## config.mk

```make
export PLATFORM = sky130hd
export DESIGN_NAME = sram_stream_reader
export DESIGN_NICKNAME = d
export VERILOG_FILES = /design/src/rtl/sram_stream_reader.sv
export SDC_FILE = /design/constraint.sdc
export NUM_CORES = 1
export LEC_CHECK = 0
export CORE_MARGIN = 3
export CORE_UTILIZATION = 56
export CTS_CLUSTER_DIAMETER = 120
export CTS_CLUSTER_SIZE = 30
export DETAILED_ROUTE_END_ITERATION = 16
export PLACE_DENSITY = 0.86
export SKIP_LAST_GASP = 1
export SLEW_MARGIN = 20
export SYNTH_ARGS = -nofsm -noshare
export SYNTH_HDL_FRONTEND = slang
export SYNTH_SLANG_ARGS = --single-unit
export TNS_END_PERCENT = 50
```

## constraint.sdc

```tcl
create_clock -name CLK -period 4.6 [get_ports CLK]
set_input_delay 0.92 -clock CLK [delete_from_list [all_inputs] [get_ports CLK]]
set_output_delay 0.92 -clock CLK [all_outputs]
set_load 0.01 [all_outputs]
```

## src/rtl/sram_stream_reader.sv

```systemverilog
// Streams a contiguous SRAM address range out as a valid/ready stream.
// A 2-entry FIFO absorbs the one-cycle SRAM read latency, and issue is credit-gated so the FIFO cannot overflow.
module sram_stream_reader #(
    parameter int unsigned DW = 32,
    parameter int unsigned AW = 11
) (
    input  logic          CLK,
    input  logic          reset,
    input  logic          start,
    input  logic [AW-1:0] base_addr,
    input  logic [AW:0]   len,
    output logic          busy,
    output logic          done,
    output logic          sram_cen,
    output logic          sram_wen,
    output logic [AW-1:0] sram_a,
    input  logic [DW-1:0] sram_q,
    output logic [DW-1:0] out_data,
    output logic          out_valid,
    input  logic          out_ready
);

    localparam int unsigned CW = AW + 1;

    typedef enum logic [1:0] {
        S_IDLE = 2'd0,
        S_RUN  = 2'd1,
        S_ZERO = 2'd2
    } state_t;

    state_t        state;
    state_t        state_nx;

    logic [AW-1:0] addr;
    logic [AW-1:0] last_a;
    logic [CW-1:0] rem_issue;
    logic [CW-1:0] rem_pop;
    logic          inflight;

    logic [DW-1:0] fifo0;
    logic [DW-1:0] fifo1;
    logic          rd_ptr;
    logic          wr_ptr;
    logic [1:0]    count;

    logic          pop;
    logic          push;
    logic          issue;
    logic          accept;
    logic [2:0]    credit_use;

    assign sram_wen  = 1'b1;
    assign out_valid = (count != 2'd0);
    assign out_data  = rd_ptr ? fifo1 : fifo0;
    assign pop       = out_valid & out_ready;
    assign push      = inflight;
    assign accept    = (state == S_IDLE) && start;

    // Words committed to the FIFO once this cycle's pop is taken into account.
    assign credit_use = 3'(count) + 3'(inflight) - 3'(pop);

    // State register
    always_ff @(posedge CLK) begin
        if (reset) begin
            state <= S_IDLE;
        end else begin
            state <= state_nx;
        end
    end

    // Next-state and combinational SRAM/handshake outputs
    always_comb begin
        state_nx = state;
        busy     = 1'b0;
        done     = 1'b0;
        issue    = 1'b0;
        sram_cen = 1'b1;
        sram_a   = last_a;
        case (state)
            S_IDLE: begin
                if (start) begin
                    state_nx = (len == CW'(0)) ? S_ZERO : S_RUN;
                end
            end
            S_RUN: begin
                busy  = 1'b1;
                issue = (rem_issue != CW'(0)) && (credit_use < 3'd2);
                if (issue) begin
                    sram_cen = 1'b0;
                    sram_a   = addr;
                end
                if (pop && (rem_pop == CW'(1))) begin
                    done     = 1'b1;
                    state_nx = S_IDLE;
                end
            end
            S_ZERO: begin
                busy     = 1'b1;
                done     = 1'b1;
                state_nx = S_IDLE;
            end
            default: begin
                state_nx = S_IDLE;
            end
        endcase
    end

    // Job counters and address walk
    always_ff @(posedge CLK) begin
        if (reset) begin
            addr      <= '0;
            last_a    <= '0;
            rem_issue <= '0;
            rem_pop   <= '0;
            inflight  <= 1'b0;
        end else begin
            inflight <= issue;
            if (accept) begin
                addr      <= base_addr;
                rem_issue <= len;
                rem_pop   <= len;
            end
            if (issue) begin
                addr      <= addr + AW'(1);
                last_a    <= addr;
                rem_issue <= rem_issue - CW'(1);
            end
            if (pop) begin
                rem_pop <= rem_pop - CW'(1);
            end
        end
    end

    // Two-entry return FIFO; the SRAM word lands here the cycle after its read edge
    always_ff @(posedge CLK) begin
        if (reset) begin
            fifo0  <= '0;
            fifo1  <= '0;
            rd_ptr <= 1'b0;
            wr_ptr <= 1'b0;
            count  <= 2'd0;
        end else begin
            if (push) begin
                if (wr_ptr) begin
                    fifo1 <= sram_q;
                end else begin
                    fifo0 <= sram_q;
                end
                wr_ptr <= ~wr_ptr;
            end
            if (pop) begin
                rd_ptr <= ~rd_ptr;
            end
            count <= count + 2'(push) - 2'(pop);
        end
    end

endmodule

```

**Word level (Yosys, flattened, before mapping)**

Cells that the tools add are included.

- $add $sub $neg: 7
- Order comparisons: 1
- Eq/ne operators: 5
- Muxes and demuxes: 18
- Bitwise gates (word level): 3
- Reductions and logical operators: 13

Operators with widths:

| kind | count |
|---|---|
| $mux W11 | 4 |
| $mux W12 | 3 |
| $mux W32 | 1 |
| $sub A12 B1 Y12 const B | 2 |
| $eq A12 B1 Y1 const B | 1 |
| $logic_not A12 Y1 | 1 |
| $reduce_bool A12 Y1 | 1 |
| $add A11 B1 Y11 const B | 1 |
| $mux W2 | 3 |
| $reduce_and A2 Y1 | 3 |
| $reduce_bool A2 Y1 | 3 |
| $mux W1 | 5 |
| $ne A2 B2 Y1 const B | 2 |
| $pmux W2 S2 | 1 |
| $add A2 B1 Y3 | 1 |
| $logic_and A1 B1 Y1 | 3 |
| $lt A3 B2 Y1 const B | 1 |
| $sub A3 B1 Y3 | 1 |
| $add A2 B1 Y2 | 1 |
| $eq A2 B1 Y1 const B | 1 |
| $eq A2 B2 Y1 const B | 1 |
| $logic_not A2 Y1 | 1 |
| $not A1 Y1 | 2 |
| $pmux W1 S2 | 1 |
| 3 further kinds | 3 |

- Bits in registers: 117

**Depth between registers and ports, before layout**

Gate-level depths: netlist (run 1).

- Depth in word-level cells: 7
- Mapped depth: 12
- Depth with buffers taken out: 11

**Worst setup path after synthesis (run 1)**

Ideal clock, no wire load.

- Path type: input to output
- Start point: input out_ready
- End point: output sram_a[3]
- Arrival time: 2.690 ns
- Required time: 3.680 ns
- Path slack: 0.990 ns
- Stages: 11
- Cell sequence: nand3_1 o21ai_0 ha_1 fa_1 nor2b_1 o311a_1 inv_2 buf_4 buf_4 nand2_1 nand2_1

- Longest elaborated chain between the ends: 6

RTL lines:

| element | RTL line | RTL |
|---|---|---|
| from (decl) | 20 | `input logic out_ready` |
| $and A1 B1 Y1 | 55 | `assign pop = out_valid & out_ready;` |
| $sub A3 B1 Y3 | 60 | `assign credit_use = 3'(count) + 3'(inflight) - 3'(pop);` |
| net credit_use[1] | 50 | `logic [2:0] credit_use;` |
| $lt A3 B2 Y1 | 87 | `issue = (rem_issue != CW'(0)) && (credit_use < 3'd2);` |
| $logic_and A1 B1 Y1 | 87 |  |
| $mux W11 | 88 | `if (issue) begin` |
| $mux W11 | 79 | `case (state)` |
| to (decl) | 16 | `output logic [AW-1:0] sram_a,` |

The timed path passes the listed nets, and every way through them passes these cells.

**Worst setup path after layout (run 1)**

- Start point: input out_ready
- End point: output sram_a[6]

Same word-level chain as after synthesis.

==> impl_metrics.yaml, run 1 <==
min_path:
  hold_path_class: "reg -> reg"
placement:
  buffer_ports.inserted: 105
  gpl.final_weighted_congestion: 0.8414
  place_hpwl_mm: 9.595
  preCtsSetupSlack_ns: 0.02335
logic_synthesis:
  dominantRegCellSynth: "sky130_fd_sc_hd__dfxtp_1"
  synthDistinctLibCells: 60
  seq_total_area_yosys: 0.4313
  synth-seq-cells: 117
  edff_count_synth: 0
  syn-cell-area_um2: 5430
  synth.net_count: 754
  synthesis.instances: 686
  yosysTopAreaCellShare: 0.4313
  synth_most_common_cell: "sky130_fd_sc_hd__nand2_1"
  synthesis.yosys.warnings: 0
  dominant_cells_by_area_after_synthesis: "sky130_fd_sc_hd__dfxtp_1 43%, sky130_fd_sc_hd__nand2_1 13%, sky130_fd_sc_hd__a21oi_1 8.7%"
  yosys-top-cells-count: "193 x sky130_fd_sc_hd__nand2_1, 117 x sky130_fd_sc_hd__dfxtp_1, 94 x sky130_fd_sc_hd__a21oi_1"
  async_flop_share: 0
  synthDominantAreaCellType: "sky130_fd_sc_hd__dfxtp_1"
  synthesis.area_per_instance_um2: 7.916
route:
  topRoutingLayerUsed: "met4"
  met3RoutedLength_um: 901
  post_drt_via_cell_ratio: 5.807
  met2WireLength_mm: 7.310
  drt_first_pass_iters: 5
  drcViolationCount: 0
  vias: 5308
  final_antenna_net_count: 0
  routedLengthMet1_mm: 6.180
  detail_route.iter0.violations: 388
  routed_wire_per_std_cell_um: 16.11
  wl_mm: 14.72
final_layout:
  share_of_final_layout_standard_cells_stronger_than_drive_strength_1: 0.1096
  antennaDiodeCount: 0
  layout.core_utilization: 0.7618
  flow.area_growth_from_synthesis_pct: 30.85
  fill_cells: 681
  fin_nets: 840
pwr:
  swShare: 0.2898
  seq_power_share: 0.399
  switchingPower_uw: 823.1
  p_leak_uw: 0.002649
  pwr_density_cell_nw_per_um2: 399.7
  comb_power_share: 0.161
  share_clk_of_total_power: 0.439
  vdd_ir_drop_max_uv: 257.8
  cell_internal_power_uw: 2017
global_routing:
  gr-usage-all-layers: 0.2698
  grt_pass1_vias: 5183
  antenna_found_initial: 0
  grt_remaining_overflow: 0
  first_pass_grt_wire_length_mm: 24.38
  grt_start_max_net_pins: 119
clock_tree:
  h-tree-depth: 4
  postCtsHoldBufs: 0
  tritoncts.num_buffers: 17
  cts_sinks: 117
  max-clock-path-buffers: 2
  clock_insertion_delay_worst_skew_ns: 0.51
  clock_tree.root_cell: "sky130_fd_sc_hd__clkbuf_8"
  post_cts_buffers: 0
  cts_tree: "yes"
  clkTransAtPathRegs_ns: 0.06
setup_path:
  timing_worst_setup_path_type: "in -> out"
  cp-end-kind: "output port"
  worstSetupStartpoint: "out_ready"
  crit_path_end: "sram_a[6]"
  regToRegStartpoint: "count[1]"
  required_ns: 3.68
  worst_r2r_endpoint: "rem_issue[7]"
  start_kind: "input port"
  timing.critical_path.arrival_ns: 3.69
  reg2regPathDepth: 11
  critPathMaxFanout: 11
  regToRegSetupSlack_ns: 1.60
die:
  die_w_um: 104.5
  io-pin-count: 107
  num_rows: 35
  die_area_um2: 10910
  die_y_um: 104.5
  core_area_um2: 9328
  initial_utilization: 0.5822
timing:
  maxSlewViolCount: 0
  setup_repair_after_global_routing_missed_its_margin: "yes"
  finalCriticalPeriod_ns: 4.607
  endpoints_failing_hold: 0
  setup_violations: 1
  slew_headroom: 0.4223
  worst-slew-pin-transition_ns: 0.8665
  period_utilization: 1.002
  setup_tns_ns: -0.007421
  final.setup_skew_ns: 0.008310
  timing.fmax_mhz: 217.0
  post_layout_worst_setup_margin_ns: -0.007421
flow_run:
  maxCapViolCount: 0
status:
  result_of_the_run: "complete, but fails checks"
  violations: "setup timing"
==> sequential cells by signal, summed over array words and instances, names as in the netlist, 2 cells and up <==
register and flops:
fifo0 32, fifo1 32, rem_issue 12, rem_pop 12, addr 11, last_a 11
count 2, state 2
==> cells in the final DEF (no fill, tap or decap), types with 4 or more instances in the layout <==
master	instances
sky130_fd_sc_hd__buf_4	7
sky130_fd_sc_hd__nor4_1	5
sky130_fd_sc_hd__nor2b_1	4
sky130_fd_sc_hd__dfxtp_1	117
sky130_fd_sc_hd__a211oi_1	7
sky130_fd_sc_hd__nand3_1	12
sky130_fd_sc_hd__nor2_1	28
sky130_fd_sc_hd__o21ai_0	24
sky130_fd_sc_hd__mux2_2	32
sky130_fd_sc_hd__or3_1	5
sky130_fd_sc_hd__and3_1	7
sky130_fd_sc_hd__dlymetal6s2s_1	5
sky130_fd_sc_hd__nand2_1	192
sky130_fd_sc_hd__and2_1	5
sky130_fd_sc_hd__ha_1	7
sky130_fd_sc_hd__a221oi_1	6
sky130_fd_sc_hd__clkbuf_16	16
sky130_fd_sc_hd__inv_1	11
sky130_fd_sc_hd__nor3b_1	6
sky130_fd_sc_hd__a31oi_1	11
sky130_fd_sc_hd__clkinvlp_4	5
sky130_fd_sc_hd__inv_6	6
sky130_fd_sc_hd__clkdlybuf4s50_1	99
sky130_fd_sc_hd__nor3_1	11
sky130_fd_sc_hd__a21oi_1	94
==> kinds of logic after synthesis <==
| logic type | Yosys count | synth area share |
|---|---|---|
| and+or+nand+nor | 295 | 0.2410 |
| adders and majority gates | 9 | 0.02212 |
| DFF | 117 | 0.4313 |
| AOI/OAI and AO/OA | 171 | 0.1862 |
| buffers and inverters | 58 | 0.04746 |
| muxes | 32 | 0.06636 |
| xor gates and xnor gates | 3 | 0.004840 |
| other | 1 | 0.0006906 |
==> worst min-delay path by stage <==
stage / from / end / depth (start not counted)
2_1_floorplan: fifo1[0] / fifo1[0] / 2
3_3_place_gp: fifo1[26] / fifo1[26] / 2
3_5_place_dp: fifo1[0] / fifo1[0] / 2
4_1_cts: fifo1[29] / fifo1[29] / 2
5_1_grt: fifo0[21] / fifo0[21] / 2
6_report: fifo0[3] / fifo0[3] / 2
==> cell type report <==
type / count / area [um2] / share of cell area
clock inverter: 14 / 142.6 / 0.02007
sequential: 117 / 2342 / 0.3296
multi-input combinational: 511 / 2859 / 0.4024
timing repair buffer: 113 / 1137 / 0.1601
inverter: 12 / 45.04 / 0.006339
tap: 129 / 161.4 / 0.02272
clock buffer: 18 / 417.9 / 0.05881
==> through the flow <==
stage / hold slack [ns] / instance area, um2 / instances / power, uW
2_1_floorplan: 0.4329 / 5430 / 686 / 1423
3_3_place_gp: 0.4381 / 6502 / 882 / 1580
3_5_place_dp: 0.4431 / 6505 / 882 / 1599
4_1_cts: 0.4543 / 7068 / 914 / 2838
5_1_grt: 0.4689 / 7106 / 914 / 2949
6_report: 0.4539 / 7106 / 914 / 2840
==> critical path, stage by stage <==
cell and delay (ns):
sky130_fd_sc_hd__clkdlybuf4s50_1 0.53, sky130_fd_sc_hd__nand3_1 0.14, sky130_fd_sc_hd__o21ai_0 0.14, sky130_fd_sc_hd__ha_2 0.23
sky130_fd_sc_hd__fa_1 0.44, sky130_fd_sc_hd__nor2b_2 0.20, sky130_fd_sc_hd__o311a_4 0.27, sky130_fd_sc_hd__buf_12 0.13
sky130_fd_sc_hd__nand2_1 0.07, sky130_fd_sc_hd__nand2_1 0.09, sky130_fd_sc_hd__clkdlybuf4s50_1 0.53
==> metal layers <==
layer  up-vias  global-route usage
met5         -                   0
met4         0              0.1054
met3        32             0.06083
met2       208              0.4506
met1      2504              0.3382
li1       2564                   -
==> power groups by stage <==
stage / clock network (uW) / registers (uW) / logic [uW]
global placement: 0 / 1150 / 431
floorplan: 0 / 1140 / 288
CTS: 1250 / 1130 / 452
global route: 1300 / 1140 / 503
finish: 1250 / 1130 / 458
detailed placement: 0 / 1150 / 446
==> repair_timing <==
item / in CTS / in global routing
setup endpoints to repair: 5 / 11
gates resized for setup: 1 / 8
pin swaps: 0 / 1
hold endpoints to repair: 0 / 0
(Power assumes the default switching activity.)
==> run 2: changes to the inputs <==
--- a/config.mk
+++ b/config.mk
@@ -6,11 +6,11 @@
 export NUM_CORES = 1
 export LEC_CHECK = 0
 export CORE_MARGIN = 3
-export CORE_UTILIZATION = 56
+export CORE_UTILIZATION = 52
 export CTS_CLUSTER_DIAMETER = 120
 export CTS_CLUSTER_SIZE = 30
 export DETAILED_ROUTE_END_ITERATION = 16
-export PLACE_DENSITY = 0.86
+export PLACE_DENSITY = 0.8
 export SKIP_LAST_GASP = 1
 export SLEW_MARGIN = 20
 export SYNTH_ARGS = -nofsm -noshare
==> constraint.sdc (replaced) <==
create_clock -name CLK -period 5.01 [get_ports CLK]
set_input_delay 1.002 -clock CLK [delete_from_list [all_inputs] [get_ports CLK]]
set_output_delay 1.002 -clock CLK [all_outputs]
set_load 0.01 [all_outputs]
==> impl_metrics.yaml, run 2 (synthesis results as in run 1) <==
timing:
  finalCriticalPeriod_ns: 4.846
  period_utilization: 0.9673
  finalHoldWorstSlack_ns: 0.4543
  maxSlewViolCount: 0
  setup_violations: 0
  post_layout_worst_setup_margin_ns: 0.1641
  timing.fmax_mhz: 206.4
  slew_headroom: 0.4080
  worst-slew-pin-transition_ns: 0.8880
  endpoints_failing_hold: 0
  final.setup_skew_ns: 0.009842
pwr:
  cell_internal_power_uw: 2080
  switchingPower_uw: 703.5
  report.power.total_uw: 2783
  comb_power_share: 0.153
  swShare: 0.2528
  share_clk_of_total_power: 0.473
  vdd_ir_drop_max_uv: 289.7
  seq_power_share: 0.374
  pwr_density_cell_nw_per_um2: 387.0
  p_leak_uw: 0.002621
clock_tree:
  cts_sinks: 117
  tritoncts.num_buffers: 17
  clock_insertion_delay_worst_skew_ns: 0.52
  clock_tree.root_cell: "sky130_fd_sc_hd__clkbuf_8"
  h-tree-depth: 4
  max-clock-path-buffers: 2
  clkTransAtPathRegs_ns: 0.05
  cts_tree: "yes"
placement:
  gpl.final_weighted_congestion: 0.8759
  preCtsSetupSlack_ns: 0.1241
  place_hpwl_mm: 9.558
  buffer_ports.inserted: 105
flow_run:
  maxCapViolCount: 0
route:
  drcViolationCount: 0
  vias: 5308
  routed_wire_per_std_cell_um: 16.21
  drt_first_pass_iters: 4
  final_antenna_net_count: 0
  wl_mm: 14.88
  detail_route.iter0.violations: 411
  post_drt_via_cell_ratio: 5.782
setup_path:
  crit_path_end: "sram_a[0]"
  required_ns: 4.01
  critPathMaxFanout: 15
  worstSetupStartpoint: "out_ready"
  crit_path_cell_trace: "clkdlybuf4s50_1, nand3_1, o21ai_0, ha_1, fa_1, xor2_2, o311a_4, buf_12, inv_2, nand2_1, nand2_1, clkdlybuf4s50_1"
  start_kind: "input port"
  reg2regPathDepth: 13
  timing_worst_setup_path_type: "in -> out"
  timing.critical_path.slowest_stage_cell: "sky130_fd_sc_hd__clkdlybuf4s50_1"
  critPathMaxStageDelay_ns: 0.54
  worst_r2r_endpoint: "rem_issue[7]"
  cp-end-kind: "output port"
  regToRegSetupSlack_ns: 1.92
  timing.critical_path.arrival_ns: 3.84
  regToRegStartpoint: "count[0]"
final_layout:
  fin_nets: 840
  antennaDiodeCount: 0
  flow.area_growth_from_synthesis_pct: 32.44
  fill_cells: 748
  reg_top3: "fifo0: 32 flops, fifo1: 32 flops"
  layout.cells.most_common_list: "192 x sky130_fd_sc_hd__nand2_1, 117 x sky130_fd_sc_hd__dfxtp_1, 104 x sky130_fd_sc_hd__clkdlybuf4s50_1, 94 x sky130_fd_sc_hd__a21oi_1, 32 x sky130_fd_sc_hd__mux2_2"
  layout_commonest_cell: "sky130_fd_sc_hd__nand2_1"
  layout.core_utilization: 0.7225
  share_of_final_layout_standard_cells_stronger_than_drive_strength_1: 0.1057
global_routing:
  grt_pass1_vias: 5438
  first_pass_grt_wire_length_mm: 24.57
  grt_remaining_overflow: 0
  grt_start_max_net_pins: 119
  gr-usage-all-layers: 0.2604
  antenna_found_initial: 0
status:
  result_of_the_run: "finished, final reports clean"
die:
  io-pin-count: 107
  core_area_um2: 9955
  initial_utilization: 0.5455
  die_w_um: 108.2
  num_rows: 36
  die_y_um: 108.2
  die_area_um2: 11710
min_path:
  hold_path_class: "reg -> reg"
[run 2: cell types whose count changed in the layout (fill, tap and decap cells not counted), sizes merged]
cell and delta:
buf -1, bufinv +4, clkbuf +6, clkdlybuf4s50 +5
clkinv +3, clkinvlp -4, dlymetal6s2s -5, inv -8
[run 2: how the worst min path moves through the flow]
stage	startpoint	to	cells past startpoint
4_1_cts	fifo1[6]	fifo1[6]	2
3_3_place_gp	fifo1[12]	fifo1[12]	2
6_report	fifo1[6]	fifo1[6]	2
3_5_place_dp	fifo1[12]	fifo1[12]	2
2_1_floorplan	fifo1[0]	fifo1[0]	2
5_1_grt	fifo0[16]	fifo0[16]	2
[run 2: through the flow]
| step | std cells | area (um2) | setup TNS [ns] |
|---|---|---|---|
| after CTS | 916 | 7134 | 0 |
| after global placement | 884 | 6492 | 0 |
| final | 918 | 7192 | 0 |
| after global routing | 918 | 7192 | -0.002033 |
| after detailed placement | 884 | 6495 | 0 |
| after floorplan | 686 | 5430 | 0 |
[run 2: repair_timing]
item	4_1_cts	5_1_grt
resized for setup	0	3
hold buffers	0	0
setup endpoints to repair	0	11
buffers inserted	0	1
[run 2: power by group through the flow]
stage	Clock, uW	Combinational [uW]	Sequential, uW
2_1_floorplan	0	264	1040
3_3_place_gp	0	395	1060
3_5_place_dp	0	406	1060
4_1_cts	1320	410	1040
5_1_grt	1360	469	1050
6_report	1320	426	1040
[run 2: area by class of cell]
class	count	area, um2	area share
multi-input combinational	511	2856	0.3972
sequential	117	2342	0.3257
timing repair buffer	113	1142	0.1588
clock buffer	23	466.7	0.06489
clock inverter	9	172.7	0.02401
tap	133	166.4	0.02314
inverter	12	45.04	0.006263
[run 2: critical path, delay by kind of cell]
family          cells  cell delay [ns]
compound gates      2             0.28
xor+xnor            1             0.22
fa+ha+maj           2             0.61
buf+inv             4             1.34
simple gates        3             0.37
[run 2: layer usage]
metal	GRT usage	part of all wire	wire length (um)	vias to the layer above
met5	0	0	0	-
met4	0.09739	0.021	307	0
met2	0.4427	0.50	7434	206
met3	0.06806	0.071	1050	37
li1	-	-	-	2573
met1	0.3169	0.41	6085	2492
==> run 3: changes to the inputs <==
--- a/config.mk
+++ b/config.mk
@@ -11,6 +11,7 @@
 export CTS_CLUSTER_SIZE = 30
 export DETAILED_ROUTE_END_ITERATION = 16
 export PLACE_DENSITY = 0.8
+export SKIP_CTS_REPAIR_TIMING = 1
 export SKIP_LAST_GASP = 1
 export SLEW_MARGIN = 20
 export SYNTH_ARGS = -nofsm -noshare
==> results of run 3 <==
No change in the layout: final DEF, timing and power equal those of run 2.
